**src/rtl/parking_lot_ctrl.sv**
```systemverilog
// Parametrised N-slot parking lot controller.
// Runs a 1 s prescaler and a wrapping seconds timer, keeps per-slot occupancy and
// entry timestamps, and computes the exit fee (rate x duration, minimum fee,
// saturation). Rejected requests raise an error pulse and a held error code.
//
// Ports:
//   clk, reset     system clock, synchronous active-high reset
//   car_enter      enter request level (synchronised), rising edge = one request
//   car_exit       exit request level (synchronised), rising edge = one request
//   car_sel        target slot index
//   slot_occupied  per-slot occupancy flags
//   occupancy      number of occupied slots
//   lot_full       high when every slot is occupied
//   timer_count    free-running seconds counter
//   cost_out       fee of the last valid exit (held)
//   cost_valid     1-cycle pulse when cost_out is loaded
//   err_pulse      1-cycle pulse on a rejected request
//   err_code       1=enter rejected, 2=exit rejected, 3=simultaneous (held)
module parking_lot_ctrl #(
  parameter int unsigned NUM_SLOTS = 8,
  parameter int unsigned TIME_W    = 10,
  parameter int unsigned COST_W    = 12,
  parameter int unsigned RATE      = 1,
  parameter int unsigned MIN_FEE   = 0,
  parameter int unsigned CLK_DIV   = 50_000_000
) (
  input  logic                             clk,
  input  logic                             reset,
  input  logic                             car_enter,
  input  logic                             car_exit,
  input  logic [$clog2(NUM_SLOTS)-1:0]     car_sel,
  output logic [NUM_SLOTS-1:0]             slot_occupied,
  output logic [$clog2(NUM_SLOTS+1)-1:0]   occupancy,
  output logic                             lot_full,
  output logic [TIME_W-1:0]                timer_count,
  output logic [COST_W-1:0]                cost_out,
  output logic                             cost_valid,
  output logic                             err_pulse,
  output logic [1:0]                       err_code
);

  localparam int unsigned SEL_W   = $clog2(NUM_SLOTS);
  localparam int unsigned OCC_W   = $clog2(NUM_SLOTS + 1);
  localparam int unsigned DIV_W   = $clog2(CLK_DIV);
  localparam int unsigned RAW_W   = TIME_W + COST_W;
  localparam int unsigned FEE_MAX = (2 ** COST_W) - 1;

  logic [DIV_W-1:0]  presc;
  logic              tick;
  logic              enter_q;
  logic              exit_q;
  logic [TIME_W-1:0] entry_time [NUM_SLOTS];

  logic              req_en;
  logic              req_ex;
  logic              sel_ok;
  logic              sel_occ;
  logic              enter_ok;
  logic              exit_ok;
  logic [TIME_W-1:0] dur;
  logic [RAW_W-1:0]  raw;
  logic [RAW_W-1:0]  fee_clamped;
  logic [COST_W-1:0] fee;
  logic [NUM_SLOTS-1:0] slot_next;
  logic [OCC_W-1:0]  occ_next;
  logic              err_now;
  logic [1:0]        code_now;

  // Request decode, fee arithmetic and next-state values.
  always_comb begin
    tick        = (presc == DIV_W'(CLK_DIV - 1));
    req_en      = car_enter & ~enter_q;
    req_ex      = car_exit & ~exit_q;
    sel_ok      = ({1'b0, car_sel} < (SEL_W + 1)'(NUM_SLOTS));
    sel_occ     = sel_ok & slot_occupied[car_sel];
    // A simultaneous enter is dropped; only the exit proceeds.
    enter_ok    = req_en & ~req_ex & sel_ok & ~sel_occ & ~lot_full;
    exit_ok     = req_ex & sel_occ;
    // Unsigned modular subtraction keeps durations correct across timer wrap.
    dur         = timer_count - entry_time[car_sel];
    raw         = RAW_W'(dur) * RAW_W'(RATE);
    fee_clamped = raw;
    if (fee_clamped < RAW_W'(MIN_FEE)) fee_clamped = RAW_W'(MIN_FEE);
    if (fee_clamped > RAW_W'(FEE_MAX)) fee_clamped = RAW_W'(FEE_MAX);
    fee         = COST_W'(fee_clamped);

    slot_next = slot_occupied;
    if (enter_ok) slot_next[car_sel] = 1'b1;
    if (exit_ok)  slot_next[car_sel] = 1'b0;
    occ_next  = occupancy + OCC_W'(enter_ok) - OCC_W'(exit_ok);

    err_now  = 1'b0;
    code_now = 2'd0;
    if (req_en && req_ex) begin
      err_now  = 1'b1;
      code_now = 2'd3;
    end else if (req_en && !enter_ok) begin
      err_now  = 1'b1;
      code_now = 2'd1;
    end else if (req_ex && !exit_ok) begin
      err_now  = 1'b1;
      code_now = 2'd2;
    end
  end

  // State and registered outputs.
  always_ff @(posedge clk) begin
    if (reset) begin
      presc         <= '0;
      timer_count   <= '0;
      enter_q       <= 1'b0;
      exit_q        <= 1'b0;
      slot_occupied <= '0;
      occupancy     <= '0;
      lot_full      <= 1'b0;
      cost_out      <= '0;
      cost_valid    <= 1'b0;
      err_pulse     <= 1'b0;
      err_code      <= 2'd0;
      for (int unsigned i = 0; i < NUM_SLOTS; i++) entry_time[i] <= '0;
    end else begin
      enter_q       <= car_enter;
      exit_q        <= car_exit;
      presc         <= tick ? '0 : presc + DIV_W'(1);
      if (tick) timer_count <= timer_count + TIME_W'(1);
      slot_occupied <= slot_next;
      occupancy     <= occ_next;
      lot_full      <= (occ_next == OCC_W'(NUM_SLOTS));
      // Timestamp is the pre-increment value when a tick coincides.
      if (enter_ok) entry_time[car_sel] <= timer_count;
      cost_valid    <= exit_ok;
      if (exit_ok) cost_out <= fee;
      err_pulse     <= err_now;
      if (err_now) err_code <= code_now;
    end
  end

endmodule

```
**config.mk**
```make
export PLATFORM = sky130hd
export DESIGN_NAME = parking_lot_ctrl
export DESIGN_NICKNAME = d
export VERILOG_FILES = /design/src/rtl/parking_lot_ctrl.sv
export SDC_FILE = /design/constraint.sdc
export NUM_CORES = 1
export LEC_CHECK = 0
export ABC_AREA = 1
export CAP_MARGIN = 20
export CORE_MARGIN = 5
export CORE_UTILIZATION = 35
export DETAILED_ROUTE_END_ITERATION = 6
export GPL_TIMING_DRIVEN = 0
export PLACE_DENSITY = 0.51
export SYNTH_ARGS = -nofsm -noshare
export SYNTH_HDL_FRONTEND = slang
export SYNTH_SLANG_ARGS = --single-unit
export TNS_END_PERCENT = 1
```
**constraint.sdc**
```tcl
create_clock -name clk -period 8.6 [get_ports clk]
set_clock_uncertainty 0.15 [all_clocks]
set_input_delay 1.72 -clock clk [delete_from_list [all_inputs] [get_ports clk]]
set_output_delay 1.72 -clock clk [all_outputs]
set_load 0.05 [all_outputs]
```
### Word level (Yosys, flattened, before mapping)

Memory sizes are Yosys's and may differ from the RTL's.
Cells that the tools add are included.

| word-level totals | value |
|---|---|
| flip-flop bits (word level) | 65 |
| bits in writable memories | 80 |
| bits of input ports | 7 |
| output and inout bits | 39 |
| word-level logic and storage cells | 63 |
| memories | 1 |

| cells by class | value |
|---|---|
| add/subtract/negate cells | 5 |
| magnitude comparators | 2 |
| eq/ne operators | 2 |
| multiplexer cells | 20 |
| bitwise operators | 14 |
| reductions and logical operators | 8 |

Memory list:

| name | words | width | rd ports | clocked after memory_dff | wr ports | RTL line | source |
|---|---|---|---|---|---|---|---|
| entry_time | 8 | 10 | 1 | 0 | 8 | 52 | `logic [TIME_W-1:0] entry_time [NUM_SLOTS];` |

Operators with widths:

| cell | number |
|---|---|
| $add 26x1->26 const B | 1 |
| $eq 26x26->1 const B | 1 |
| $mux 8 | 2 |
| $mux 1 | 11 |
| $add 10x1->10 const B | 1 |
| $mux 10 | 1 |
| $reduce_or 10->1 | 1 |
| $sub 10x10->10 | 1 |
| $and 8x8->8 | 1 |
| $not 8->8 | 1 |
| $or 8x8->8 | 1 |
| $and 1x1->1 | 6 |
| $mux 2 | 3 |
| $not 1->1 | 5 |
| $add 4x1->4 | 1 |
| $eq 4x4->1 const B | 1 |
| $logic_and 1x1->1 | 4 |
| $lt 3x4->1 const B | 1 |
| $sub 4x1->4 | 1 |
| $bmux 1 s3 | 1 |
| $demux 1 s3 | 1 |
| $ge 3x1->1 const B | 1 |
| $mux 3 | 1 |
| $logic_not 1->1 | 2 |
| $reduce_or 2->1 | 1 |

### Depth between registers and ports, before layout

Gate-level depths: netlist of the first run.

| depth | value |
|---|---|
| word-level depth | 11 |
| mapped depth | 21 |
| depth with buffers taken out | 20 |

### Worst setup path after synthesis of the first run

OpenSTA, ideal clock, no wires.

| timing path | value |
|---|---|
| path kind | input to register |
| from | input car_sel[0] |
| to | register lot_full |
| library setup time | 0.078 ns |
| data arrival time | 3.834 ns |
| data required time | 8.372 ns |
| path slack | 4.538 ns |
| stages | 13 |
| buffers on the path | 1 |
| cells stage by stage | or2_2 > nand3_1 > nand2_2 > nor2_4 > nand2_4 > buf_12 > ha_1 > inv_1 > ha_1 > fa_1 > xnor2_1 > nand3_1 > nor3_1 |

| on the way | value |
|---|---|
| cells in the longest elaborated chain, start to end | 8 |
| elaborated cells between the ends (all ways) | 9 |
| classes of those cells | add/sub: 2; eq/ne: 1; mux: 2; bitwise: 4 |

Ends and longest elaborated chain:

| item | RTL line | source |
|---|---|---|
| start, declared | 31 | `input logic [$clog2(NUM_SLOTS)-1:0] car_sel,` |
| $bmux 1 s3 (*) | 75 | `sel_occ = sel_ok & slot_occupied[car_sel];` |
| $mux 1 (not written as such) (*) | 75 |  |
| $not 1->1 | 77 | `enter_ok = req_en & ~req_ex & sel_ok & ~sel_occ & ~lot_full;` |
| $and 1x1->1 (2 in series) | 77 |  |
| $add 4x1->4 | 90 | `occ_next = occupancy + OCC_W'(enter_ok) - OCC_W'(exit_ok);` |
| $sub 4x1->4 (*) | 90 |  |
| $eq 4x4->1 (*) | 128 | `lot_full <= (occ_next == OCC_W'(NUM_SLOTS));` |
| end signal, assigned | 128 |  |
| end, declared | 34 | `output logic lot_full,` |

Mark *: on every way between the ends. The rest lies on a longest branch, timed or not. The select of a mux whose other input is x is not followed.
A chain may end at the register's enable or synchronous reset.

### Worst setup path after layout of the first run

| timing path | value |
|---|---|
| from | input car_sel[0] |
| to | register cost_out[8] |

| on the way | value |
|---|---|
| cells in the longest elaborated chain, start to end | 3 |
| elaborated cells between the ends (all ways) | 5 |
| classes of those cells | add/sub: 1; mux: 2; bitwise: 1; memory: 1 |

Ends and longest elaborated chain:

| item | RTL line | source |
|---|---|---|
| parallel branches: the longest is 3 deep, another holds $mem_v2 8x10 | - |  |
| end signal, assigned | 116 | `cost_out <= '0;` |
| end signal, assigned | 132 | `if (exit_ok) cost_out <= fee;` |
| end, declared | 36 | `output logic [COST_W-1:0] cost_out,` |

Several ways; the timed one is not identified. The select of a mux whose other input is x is not followed.

==> out/results.tsv, run 1 <==
metric	value	unit
p_switching	0.000451	W
p_int	0.00122	W
cpPeakStageDelay	0.53	ns
drc	0	
cp.required	8.76	ns
synth-edff-count	80	
crit_path_start_kind	primary input	
critical_path_class	primary input to flop	
drive_above_1_share	0.0888	
yosysTopAreaCellShare	0.340	
grtUsageMet2	0.278	
cp_common_cell	nand2_1	
crit_family	buffers and inverters	
netlist_area	7070	um^2
use_met3	0.0367	
status	finished clean	
synth_top_flop_cell	edfxtp_1	
grt_util_all_layers	0.165	
drtAntennaViolNets	0	
finalWirelength	18800	um
netlist_instances	811	
cts_buffer_depth	2	
num_antenna_cells	0	
cts_tree	yes	
start_util	0.353	
cts_setup_buffers	0	
hold_slack	0.293	ns
grt-ovfl-total	0	
tightest_slew	1.08	ns
ys_warn_count	0	
grt_pass1_wl	30000	um
ys_types	42	
dp_hpwl	13700	um
first_global_vias	5404	
htree_num_levels	4	
p_per_area	199	nW/um^2
synth.largest_area_cell	edfxtp_1	
switching_share	0.269	
grt_max_degree	17	
yosys-top-cells-count	nand2_1 (161), nor2_1 (146), edfxtp_1 (80), inv_1 (78), dfxtp_1 (65)	
die_area	23100	um^2
finalCritPeriodShare	0.570	
hold_class	flop to flop	
setup_viol	0	
vias_per_cell	4.79	
vias	5551	
hold_viol_final	0	
antenna_found_initial	0	
crit_arrival	5.07	ns
cap_violations	0	
slew_viol_final	0	
grt_setup_unrepaired	false	
wl_per_cell	16.2	um
root_buffer	clkbuf_16	
dieHeight	152	um
clock_latency	0.43	ns
slowest_stage	clkdlybuf4s50_1	
power_frac_seq	0.462	
synth_seq_cells	145	
ys_seq_area_frac	0.524	
clkPwrFrac	0.403	
use_met1	0.210	
grt.busiest_layer	met2	
synth.most_common_cell	nand2_1	
die_w	152	um
cp_num_buf_inv	4	
end_kind	flop	
pin_count	46	
cp_cell_sequence	clkdlybuf4s50_1, buf_6, nand2_1, clkinv_1, nand2_1, nand2_1, a221oi_1, nand2_1, ha_1, inv_1, fa_1, nand3_1, nand2_1, nand3_1, nand3_1, xnor2_1, a21oi_1	
fin_nets	901	
cts-buffers-inserted	17	
combPwrFrac	0.135	
num_rows	52	
peakVddDrop	147	uV
cts_resized	0	
avgSynthCellArea	8.71	um^2
crit_fanout	10	
path_clk_slew	0.06	ns
cts_hold_buf	0	
clock-sinks	145	
place.gp.congestion	0.853	
fmax	204	MHz
yosys-top-cells-area	edfxtp_1 (34%), dfxtp_1 (18%), nand2_1 (8.6%)	
core_area	20000	um^2
dr.pass1.iters	5	
port_buffers	43	
slew_headroom	0.277	
setup_tns	0	ns
leakage	3.26	nW
async_reset_ff_frac	0	
period_minus_slack	4.90	ns
synthToLayoutAreaGrowth	18.7	%
dr.first_iter.drc_count	328	
## power by group through the flow
stage | Combinational (W) | Sequential (W) | Clock, W
after floorplan | 0.000115 | 0.000830 | 0
after global placement | 0.000225 | 0.000789 | 0
after detailed placement | 0.000228 | 0.000788 | 0
after CTS | 0.000229 | 0.000774 | 0.000680
after global routing | 0.000248 | 0.000777 | 0.000713
final | 0.000226 | 0.000774 | 0.000674
## worst reg2reg max path, cell delays in order (launching register included)
cell and delay (ns):
dfxtp_1 0.32, or2_2 0.29, nand3_1 0.08, nand2_2 0.08, nor2_4 0.25, nor2_1 0.10
buf_2 0.20, ha_1 0.29, inv_1 0.04, ha_1 0.20, fa_1 0.39, xnor2_1 0.21
nand3_1 0.10, nor3_1 0.16
## routing by layer
| layer | vias to the layer above | wire [um] |
|---|---|---|
| li1 | 2804 | - |
| met2 | 131 | 9040 |
| met1 | 2589 | 8540 |
| met5 | - | 0 |
| met4 | 0 | 367 |
| met3 | 27 | 876 |
## state kept, by name, summed over array words and instances, names as in the netlist
| signal | count |
|---|---|
| err_pulse | 1 |
| err_code | 2 |
| lot_full | 1 |
| slot_occupied | 8 |
| timer_count | 10 |
| cost_valid | 1 |
| enter_q | 1 |
| occupancy | 4 |
| presc | 26 |
| entry_time | 80 |
| cost_out | 10 |
| exit_q | 1 |
## cells by family after synthesis
kind of cell | after synthesis | synth area share
flip-flops | 145 | 0.524
buffers and inverters | 113 | 0.0690
other | 1 | 0.000531
AND/OR/NAND/NOR | 410 | 0.261
AO/OA/AOI/OAI | 98 | 0.0799
XOR/XNOR | 27 | 0.0335
adder cells (fa/ha/maj) | 17 | 0.0322
## cells in the final DEF (no fill, tap or decap), drive strengths merged, types with 16 or more instances in the layout
| master | count |
|---|---|
| nor2 | 159 |
| a21oi | 42 |
| nand2 | 173 |
| edfxtp | 80 |
| buf | 18 |
| clkbuf | 31 |
| dfxtp | 65 |
| inv | 82 |
| o21ai | 32 |
| nand3 | 35 |
| clkdlybuf4s50 | 43 |
| clkinv | 16 |
## worst paths after layout
| kind | from | end | slack (ns) | cells past startpoint |
|---|---|---|---|---|
| min reg2reg | presc[0]$_SDFF_PP0_ | presc[0]$_SDFF_PP0_ | 0.29 | 1 |
| min | presc[0]$_SDFF_PP0_ | presc[0]$_SDFF_PP0_ | 0.29 | 1 |
| max | car_sel[0] | cost_out[8]$_SDFFE_PP0N_ | 3.70 | 17 |
| max reg2reg | slot_occupied[0]$_SDFF_PP0_ | lot_full$_SDFF_PP0_ | 5.67 | 13 |
## cell type report
type,count,area [um^2]
fill,2042,11600
multi-input combinational,554,2880
inverter,93,349
sequential,145,3700
buffer,20,139
clock buffer,26,489
clock inverter,6,32.5
tap,270,338
timing repair buffer,46,460
## stage by stage
step / utilization / setup WS (ns) / std cells / instance area, um^2 / power, W
2_1_floorplan: - / 4.54 / 812 / 7070 / 0.000945
3_3_place_gp: 0.391 / 3.20 / 1125 / 7840 / 0.00101
3_5_place_dp: 0.393 / 3.21 / 1128 / 7870 / 0.00102
4_1_cts: 0.419 / 3.65 / 1160 / 8390 / 0.00168
5_1_grt: 0.419 / 3.42 / 1160 / 8390 / 0.00174
6_report: 0.419 / 3.70 / 1160 / 8390 / 0.00167
Power figures use the tool's default switching activity.
==> run 2: changes to the inputs <==
==> constraint.sdc (replaced) <==
create_clock -name clk -period 4.7 [get_ports clk]
set_clock_uncertainty 0.15 [all_clocks]
set_input_delay 0.94 -clock clk [delete_from_list [all_inputs] [get_ports clk]]
set_output_delay 0.94 -clock clk [all_outputs]
set_load 0.05 [all_outputs]
==> results of run 2 <==
The final DEF is identical to that of run 1. Status: finished clean.
Main changes from that run: setup slack after placement 3.21 ns -> 0.0914 ns; setup slack after layout 3.70 ns -> 0.575 ns; register-to-register setup slack 5.67 ns -> 1.77 ns; total power 0.00167 W -> 0.00306 W; worst IR drop on VDD 147 uV -> 268 uV
==> run 3: changes to the inputs <==
--- a/config.mk
+++ b/config.mk
@@ -11,6 +11,7 @@
 export CORE_UTILIZATION = 35
 export DETAILED_ROUTE_END_ITERATION = 6
 export GPL_TIMING_DRIVEN = 0
+export HOLD_SLACK_MARGIN = 0.15
 export PLACE_DENSITY = 0.51
 export SYNTH_ARGS = -nofsm -noshare
 export SYNTH_HDL_FRONTEND = slang
==> results of run 3 <==
The final DEF is identical to that of run 1. Status: finished clean.
Main changes from that run: setup slack after placement 3.21 ns -> 0.0914 ns; setup slack after layout 3.70 ns -> 0.575 ns; register-to-register setup slack 5.67 ns -> 1.77 ns; total power 0.00167 W -> 0.00306 W; worst IR drop on VDD 147 uV -> 268 uV
